<file path="src/rtl/edabk_receiver.sv">
//------------------------------------------------------------------------------
// Module      : edabk_receiver
// Description : UART receive path. Oversamples rx_in on bclk (CLK_DIV bclks
//               per bit), qualifies the start bit at its midpoint, samples
//               data bits LSB first and checks the stop bit. Each word is held
//               in rx_data with a valid/ack handshake plus framing and
//               overrun status.
// Options     : EDABK_RX_PARITY_EN - adds an even-parity bit after the data
//               bits and the parity_err output.
// Revision    : 1.0 - initial release
//------------------------------------------------------------------------------
`default_nettype none

`ifndef CFG_CLK_DIV
`define CFG_CLK_DIV 16
`endif
`ifndef CFG_DATA_WIDTH
`define CFG_DATA_WIDTH 8
`endif

module edabk_receiver #(
  parameter int CLK_DIV     = `CFG_CLK_DIV,
  parameter int DATA_WIDTH  = `CFG_DATA_WIDTH,
  parameter int COUNT_WIDTH = $clog2(CLK_DIV)
) (
  input  logic                  bclk,
  input  logic                  reset,
  input  logic                  rx_in,
  input  logic                  rx_ack,
  output logic [DATA_WIDTH-1:0] rx_data,
  output logic                  rx_valid,
  output logic                  frame_err,
  output logic                  overrun_err,
`ifdef EDABK_RX_PARITY_EN
  output logic                  parity_err,
`endif
  output logic                  busy
);

  localparam int IDX_WIDTH = (DATA_WIDTH > 1) ? $clog2(DATA_WIDTH) : 1;

  localparam logic [COUNT_WIDTH-1:0] c_cnt_mid  = COUNT_WIDTH'(CLK_DIV / 2 - 1);
  localparam logic [COUNT_WIDTH-1:0] c_cnt_last = COUNT_WIDTH'(CLK_DIV - 1);
  localparam logic [IDX_WIDTH-1:0]   c_idx_last = IDX_WIDTH'(DATA_WIDTH - 1);

  typedef enum logic [2:0] {
    ST_IDLE   = 3'd0,
    ST_START  = 3'd1,
    ST_DATA   = 3'd2,
    ST_PARITY = 3'd3,
    ST_STOP   = 3'd4
  } state_t;

  // Synchronizer and edge-detect history; idle line level is 1.
  logic                   r_sync1;
  logic                   r_sync2;
  logic                   r_rx_prev;

  state_t                 r_state;
  state_t                 w_state_next;
  logic [COUNT_WIDTH-1:0] r_count;
  logic [COUNT_WIDTH-1:0] w_count_next;
  logic [IDX_WIDTH-1:0]   r_bit_idx;
  logic [IDX_WIDTH-1:0]   w_idx_next;

  logic                   w_shift_en;
  logic                   w_load;

  logic [DATA_WIDTH-1:0]  r_shift;
  logic [DATA_WIDTH-1:0]  r_data;
  logic                   r_valid;
  logic                   r_ferr;
  logic                   r_overrun;

`ifdef EDABK_RX_PARITY_EN
  logic                   w_par_cap;
  logic                   r_par_bit;
  logic                   r_perr;
`endif

  // Two-flop synchronizer plus a delayed copy used to require a 1->0 edge.
  always_ff @(posedge bclk or posedge reset) begin
    if (reset) begin
      r_sync1   <= 1'b1;
      r_sync2   <= 1'b1;
      r_rx_prev <= 1'b1;
    end else begin
      r_sync1   <= rx_in;
      r_sync2   <= r_sync1;
      r_rx_prev <= r_sync2;
    end
  end

  // FSM state, bit-time counter and data bit index registers.
  always_ff @(posedge bclk or posedge reset) begin
    if (reset) begin
      r_state   <= ST_IDLE;
      r_count   <= '0;
      r_bit_idx <= '0;
    end else begin
      r_state   <= w_state_next;
      r_count   <= w_count_next;
      r_bit_idx <= w_idx_next;
    end
  end

  // Next-state logic: counter restarts on every state entry, sample strobes.
  always_comb begin
    w_state_next = r_state;
    w_count_next = (r_count == c_cnt_last) ? '0 : r_count + 1'b1;
    w_idx_next   = r_bit_idx;
    w_shift_en   = 1'b0;
    w_load       = 1'b0;
`ifdef EDABK_RX_PARITY_EN
    w_par_cap    = 1'b0;
`endif
    case (r_state)
      ST_IDLE: begin
        w_count_next = '0;
        // A line held low after a break must rise and fall again first.
        if (!r_sync2 && r_rx_prev) begin
          w_state_next = ST_START;
        end
      end
      ST_START: begin
        if (r_count == c_cnt_mid) begin
          w_count_next = '0;
          w_idx_next   = '0;
          // High at mid start bit means a glitch, not a frame.
          w_state_next = r_sync2 ? ST_IDLE : ST_DATA;
        end
      end
      ST_DATA: begin
        if (r_count == c_cnt_last) begin
          w_shift_en   = 1'b1;
          w_count_next = '0;
          if (r_bit_idx == c_idx_last) begin
            w_idx_next   = '0;
`ifdef EDABK_RX_PARITY_EN
            w_state_next = ST_PARITY;
`else
            w_state_next = ST_STOP;
`endif
          end else begin
            w_idx_next = r_bit_idx + 1'b1;
          end
        end
      end
`ifdef EDABK_RX_PARITY_EN
      ST_PARITY: begin
        if (r_count == c_cnt_last) begin
          w_par_cap    = 1'b1;
          w_count_next = '0;
          w_state_next = ST_STOP;
        end
      end
`endif
      ST_STOP: begin
        // Leave at mid stop bit so a back-to-back start edge is not missed.
        if (r_count == c_cnt_last) begin
          w_load       = 1'b1;
          w_count_next = '0;
          w_state_next = ST_IDLE;
        end
      end
      default: begin
        w_count_next = '0;
        w_idx_next   = '0;
        w_state_next = ST_IDLE;
      end
    endcase
  end

  // Shift register (LSB arrives first, enters at MSB) and holding register.
  always_ff @(posedge bclk or posedge reset) begin
    if (reset) begin
      r_shift   <= '0;
      r_data    <= '0;
      r_valid   <= 1'b0;
      r_ferr    <= 1'b0;
      r_overrun <= 1'b0;
    end else begin
      if (w_shift_en) begin
        r_shift <= {r_sync2, r_shift[DATA_WIDTH-1:1]};
      end
      // A completing word takes priority over a same-cycle acknowledge.
      if (w_load) begin
        r_data    <= r_shift;
        r_valid   <= 1'b1;
        r_ferr    <= ~r_sync2;
        r_overrun <= r_overrun | r_valid;
      end else if (rx_ack && r_valid) begin
        r_valid   <= 1'b0;
        r_overrun <= 1'b0;
      end
    end
  end

`ifdef EDABK_RX_PARITY_EN
  // Parity sample capture and even-parity check loaded with each word.
  always_ff @(posedge bclk or posedge reset) begin
    if (reset) begin
      r_par_bit <= 1'b0;
      r_perr    <= 1'b0;
    end else begin
      if (w_par_cap) begin
        r_par_bit <= r_sync2;
      end
      if (w_load) begin
        r_perr <= (^r_shift) ^ r_par_bit;
      end
    end
  end

  assign parity_err = r_perr;
`endif

  assign rx_data     = r_data;
  assign rx_valid    = r_valid;
  assign frame_err   = r_ferr;
  assign overrun_err = r_overrun;
  assign busy        = (r_state != ST_IDLE);

endmodule

`default_nettype wire
</file>
<file path="config.mk">
export PLATFORM = sky130hd
export DESIGN_NAME = edabk_receiver
export DESIGN_NICKNAME = d
export VERILOG_FILES = /design/src/rtl/edabk_receiver.sv
export SDC_FILE = /design/constraint.sdc
export NUM_CORES = 1
export LEC_CHECK = 0
export ABC_AREA = 1
export BUFFER_PORTS_ARGS = -buffer_cell sky130_fd_sc_hd__buf_4
export CAP_MARGIN = 0
export CORE_MARGIN = 3
export CORE_UTILIZATION = 39
export CTS_BUF_LIST = sky130_fd_sc_hd__clkbuf_4 sky130_fd_sc_hd__clkbuf_8
export CTS_CLUSTER_DIAMETER = 200
export CTS_CLUSTER_SIZE = 40
export DETAILED_ROUTE_END_ITERATION = 8
export PLACE_DENSITY = 0.68
export RECOVER_POWER = 50
export SYNTH_ARGS = -nofsm -noshare
export SYNTH_HDL_FRONTEND = slang
export SYNTH_SLANG_ARGS = --single-unit
export TNS_END_PERCENT = 1
</file>
<file path="constraint.sdc">
create_clock -name bclk -period 4.1 [get_ports bclk]
set_input_delay 0.615 -clock bclk [delete_from_list [all_inputs] [get_ports bclk]]
set_output_delay 0.615 -clock bclk [all_outputs]
set_load 0.02 [all_outputs]
</file>
* After elaboration in Yosys (flattened, before gate mapping)
Cells that the tools add are included.
Operators by class: bitwise gates (word level) 3, equality and inequality tests 11, multiplexer cells 21, add/subtract/negate cells 2, reductions and logical operators 10
Operators with widths (number):
- 2-to-1 mux 3 bit | 8
- 2-to-1 mux 4 bit | 3
- one-hot mux 3 bit (4 select lines) | 1
- inequality test 2 bit (second input constant) | 5
- one-hot mux 3 bit (3 select lines) | 1
- one-hot mux 4 bit (2 select lines) | 1
- equality test 3 bit (second input constant) | 2
- 2-to-1 mux 1 bit | 6
- AND reduction 5 bit | 1
- adder 4 x 1 -> 4 bit (second input constant) | 1
- equality test 4 x 3 -> 1 bit (second input constant) | 1
- equality test 4 bit (second input constant) | 1
- OR reduction 2 bit | 2
- adder 3 x 1 -> 3 bit (second input constant) | 1
- equality test 3 x 1 -> 1 bit (second input constant) | 1
- equality test 3 x 2 -> 1 bit (second input constant) | 1
- zero test 3 bit | 1
- AND reduction 3 bit | 1
- nonzero test 3 bit | 1
- logical AND 1 bit | 2
- 2-to-1 mux 2 bit | 1
- NOT 1 bit | 2
- nonzero test 2 bit | 1
- zero test 1 bit | 1
- bitwise OR 1 bit | 1
Storage, ports and cells: flip-flop bits (word level) 32, word-level logic and storage cells 58, output and inout port bits 12

* Depth between registers and ports, before layout
word-level depth 4, depth in mapped cells 9

* Worst setup path before layout
No wires, ideal clock.
path type register -> output, start point reg r_state[1], end point out busy, path buffers 0, data required time 3.485 ns, cell stages (with the launch flop) 5, path slack 2.601 ns, arrival 0.884 ns, path through dfrtp_1 > nor2_2 > inv_1 > nor2_1 > inv_1
On the way: cells in the longest elaborated chain, start to end 1
Ends and longest elaborated chain:
- start: declaration | RTL line 59 | state_t r_state;
- start signal: assignment | RTL line 101 | r_state <= w_state_next;
- nonzero test 3 bit | RTL line 222 | assign busy = (r_state != ST_IDLE);
- end: declaration | RTL line 37 | output logic busy
No other way between the ends.

* Final worst setup path
Same ends and word-level chain as after synthesis.

==> results.sh <==
export IMPL_outcome="finished with violations"
export IMPL_violations="capacitance limit, slew limit"
export IMPL_io_pins=16
export IMPL_floorplan_die_height_um=68.3
export IMPL_power_per_cell_area_mw_per_mm2=507
export IMPL_initial_cell_density_of_the_core_pct=41.0
export IMPL_worstPathRequired_ns=3.48
export IMPL_synth_top_cell_by_area="sky130_fd_sc_hd__dfrtp_1"
export IMPL_max_slew_worst_pin_slew_ns=1.64
export IMPL_setup_tns_final_ns=0
export IMPL_drt_total_wl_um=2560
export IMPL_synth_enable_flop_cells=0
export IMPL_endpoint_kind="output pin"
export IMPL_final_hold_violation_count=0
export IMPL_setup_slack_ns=2.15
export IMPL_path_clk_slew_ns=0.06
export IMPL_cp_slowest_cell="sky130_fd_sc_hd__dfrtp_1"
export IMPL_synth_xor_area_share_pct=0
export IMPL_num_rows=22
export IMPL_total_leakage_power_nw=0.899
export IMPL_place_congestion=0.836
export IMPL_max_clock_path_buffers=2
export IMPL_remaining_design_rule_violation_count=0
export IMPL_port_buffer_count=15
export IMPL_remaining_global_route_overflow=0
export IMPL_largest_family_of_logic_cells_by_synthesized_area="simple AND/OR/NAND/NOR gates"
export IMPL_final_max_slew_viol_count=33
export IMPL_cp_cell_sequence="nor2_2 -> inv_1 -> nor2_1 -> inv_1 -> buf_4"
export IMPL_synthMostInstantiatedCell="sky130_fd_sc_hd__nand2_1"
export IMPL_first_pass_grt_wire_length_um=4610
export IMPL_initialDrtViolationCount=47
export IMPL_critical_path_max_stage_delay_ns=0.43
export IMPL_finish_instance_area_sq_mm=0.00173
export IMPL_timing_worst_setup_path_type="flop to output pin"
export IMPL_layout_min_cycle_time_ns=1.95
export IMPL_netlist_cell_type_count=22
export IMPL_drive_above_1_share_pct=31.7
export IMPL_post_synthesis_to_final_layout_area_growth_pct=14.6
export IMPL_tritoncts_clock_tree="built"
export IMPL_postCtsHoldBufs=0
export IMPL_antenna_cells=0
export IMPL_yosys_area_share_adder_pct=2.48
export IMPL_synth_ff_type="sky130_fd_sc_hd__dfrtp_1"
export IMPL_first_pass_iteration_count_of_the_detailed_router=4
export IMPL_synth_seq_area_share_pct=53.2
export IMPL_rel_slew_slack_pct=-9.63
export IMPL_ys_warnings_count=0
export IMPL_ff2ff_path_depth=7
export IMPL_most_frequent_cp_cell="sky130_fd_sc_hd__inv_1"
export IMPL_clock_sinks=32
export IMPL_synth_top_cells_by_count="sky130_fd_sc_hd__nand2_1, sky130_fd_sc_hd__dfrtp_1, sky130_fd_sc_hd__inv_1"
export IMPL_route_detailed_vias_per_inst=4.57
export IMPL_worstHoldPathType="flop to flop"
export IMPL_postPlaceCellArea_sq_mm=0.00167
export IMPL_clock_latency_ns=0.28
export IMPL_start_kind="flop"
export IMPL_synthesized_area_fraction_occupied_by_ao_oa_aoi_and_oai_cells_pct=11.4
export IMPL_cts_htree_levels=2
export IMPL_synth_nets=165
export IMPL_synth_mux_area_share_pct=0
export IMPL_vdd_drop_max_mv=0.248
export IMPL_vias=1043
export IMPL_yosys_top_cells_area="sky130_fd_sc_hd__dfrtp_1, sky130_fd_sc_hd__o21ai_2, sky130_fd_sc_hd__nand2_1"
export IMPL_post_synthesis_share_of_cell_area_spent_on_and_or_nand_and_nor_gates_pct=25.4
export IMPL_via_count_of_the_first_global_routing_pass=1065
export IMPL_clockRootBuffer="sky130_fd_sc_hd__clkbuf_8"
export IMPL_final_setup_skew_ns=0.00279
export IMPL_timing_fmax_ghz=0.512
export IMPL_cts_buffers_inserted=5
export IMPL_rsz_0062_raised_after_global_routing="false"
export IMPL_yosys_top_cell_area_share_pct=48.0
export IMPL_detail_route_antenna_nets=0
export IMPL_post_cts_buffers=0
export IMPL_ys_seq_elements=32
export IMPL_grt_max_degree=33
export IMPL_dpl_hpwl_um=1860
export IMPL_holdPathStages=0
export IMPL_layout_worst_path_cycle_share_pct=47.6
export IMPL_die_w_um=68.3
export IMPL_die_area_sq_mm=0.00466
export IMPL_max_cap_violations=1
export IMPL_synthesis_area_sq_mm=0.00151
export IMPL_final_nets=186
export IMPL_finalSetupViolCount=0
export IMPL_average_wire_length_per_cell_after_detail_routing_um=11.2
export IMPL_synthArstFlopShare_pct=100
export IMPL_antenna_found_initial=0
export IMPL_timing_critical_path_fanout_max=4
export IMPL_syn_mean_instance_area_sq_um=9.57
export IMPL_post_cts_resized=0
export IMPL_core_area_sq_mm=0.00369
export IMPL_post_synth_inst_count=158
export IMPL_preCtsSetupSlack_ns=2.44
export IMPL_grt_use_total_pct=13.5
export IMPL_critical_path_arrival_ns=1.34
==> routing by layer <==
layer	global-route usage, %	part of all wire [%]	vias to the layer above
li1	-	-	541
met4	6.20	1.7	0
met2	21.1	46	16
met3	4.60	4.7	4
met1	16.7	47	482
met5	0	0	-
==> metrics by stage <==
stage | cells | power, mW | util [%] | hold WS, ns
2_1_floorplan | 158 | 0.576 | - | 0.345
3_3_place_gp | 220 | 0.635 | 45.3 | 0.346
3_5_place_dp | 220 | 0.640 | 45.3 | 0.348
4_1_cts | 228 | 0.906 | 47.9 | 0.357
5_1_grt | 228 | 0.945 | 47.0 | 0.369
6_report | 228 | 0.878 | 47.0 | 0.362
==> layout make-up <==
class | instances | area (sq um)
Clock buffer | 8 | 97.6
Fill cell | 375 | 1960
Inverter | 24 | 91.3
Multi-Input combinational cell | 100 | 563
Sequential cell | 32 | 805
Tap cell | 48 | 60.1
Timing Repair Buffer | 16 | 116
==> worst paths after layout <==
check                           start  slack (ns)         end
hold / removal                r_sync1        0.36     r_sync2
min in group asynchronous       reset        0.91    rx_valid
hold reg to reg               r_sync1        0.36     r_sync2
setup / recovery           r_state[1]        2.15        busy
setup reg to reg           r_count[0]        2.16  r_state[0]
max in group asynchronous       reset        2.24  r_count[2]
==> flip-flops by register name, indices dropped and copies added (netlist names), 3 cells and up <==
register / cells
r_shift: 8
rx_data: 8
r_count: 4
r_bit_idx: 3
r_state: 3
==> cells in the final DEF (no fill, tap or decap), types with 2 or more instances in the layout <==
cell type	synthesis	layout
sky130_fd_sc_hd__buf_4	0	13
sky130_fd_sc_hd__nor2_4	3	2
sky130_fd_sc_hd__nor2_2	3	3
sky130_fd_sc_hd__ha_1	3	3
sky130_fd_sc_hd__clkbuf_4	0	4
sky130_fd_sc_hd__nand3_1	13	13
sky130_fd_sc_hd__nand2_4	3	2
sky130_fd_sc_hd__dfstp_2	3	2
sky130_fd_sc_hd__o21ai_0	4	4
sky130_fd_sc_hd__o21ai_2	16	16
sky130_fd_sc_hd__dfrtp_1	29	29
sky130_fd_sc_hd__inv_2	4	4
sky130_fd_sc_hd__inv_1	19	19
sky130_fd_sc_hd__nand2_2	3	3
sky130_fd_sc_hd__nor2_1	11	13
sky130_fd_sc_hd__nand2_1	35	36
sky130_fd_sc_hd__clkbuf_8	0	6
==> critical path, delay by kind of cell (launching register included) <==
| family | cells | cell delay (ns) |
|---|---|---|
| simple gates | 2 | 0.33 |
| flops | 1 | 0.43 |
| buf+inv | 3 | 0.29 |
==> cells by family (layout without fill, tap and decap cells) <==
kind of cell / count (synthesis) / count (layout)
AND/OR/NAND/NOR: 75 / 75
buffers and inverters: 26 / 48
adder cells (fa/ha/maj): 3 / 3
flip-flops: 32 / 32
AO/OA/AOI/OAI: 22 / 22
==> where the power goes <==
part	switching, mW	leakage (nW)	total [mW]	internal, mW
sequential	0.0304	0.430	0.376	0.346
clock	0.109	0.0523	0.259	0.150
combinational	0.161	0.417	0.243	0.0819
(Power assumes the default switching activity.)
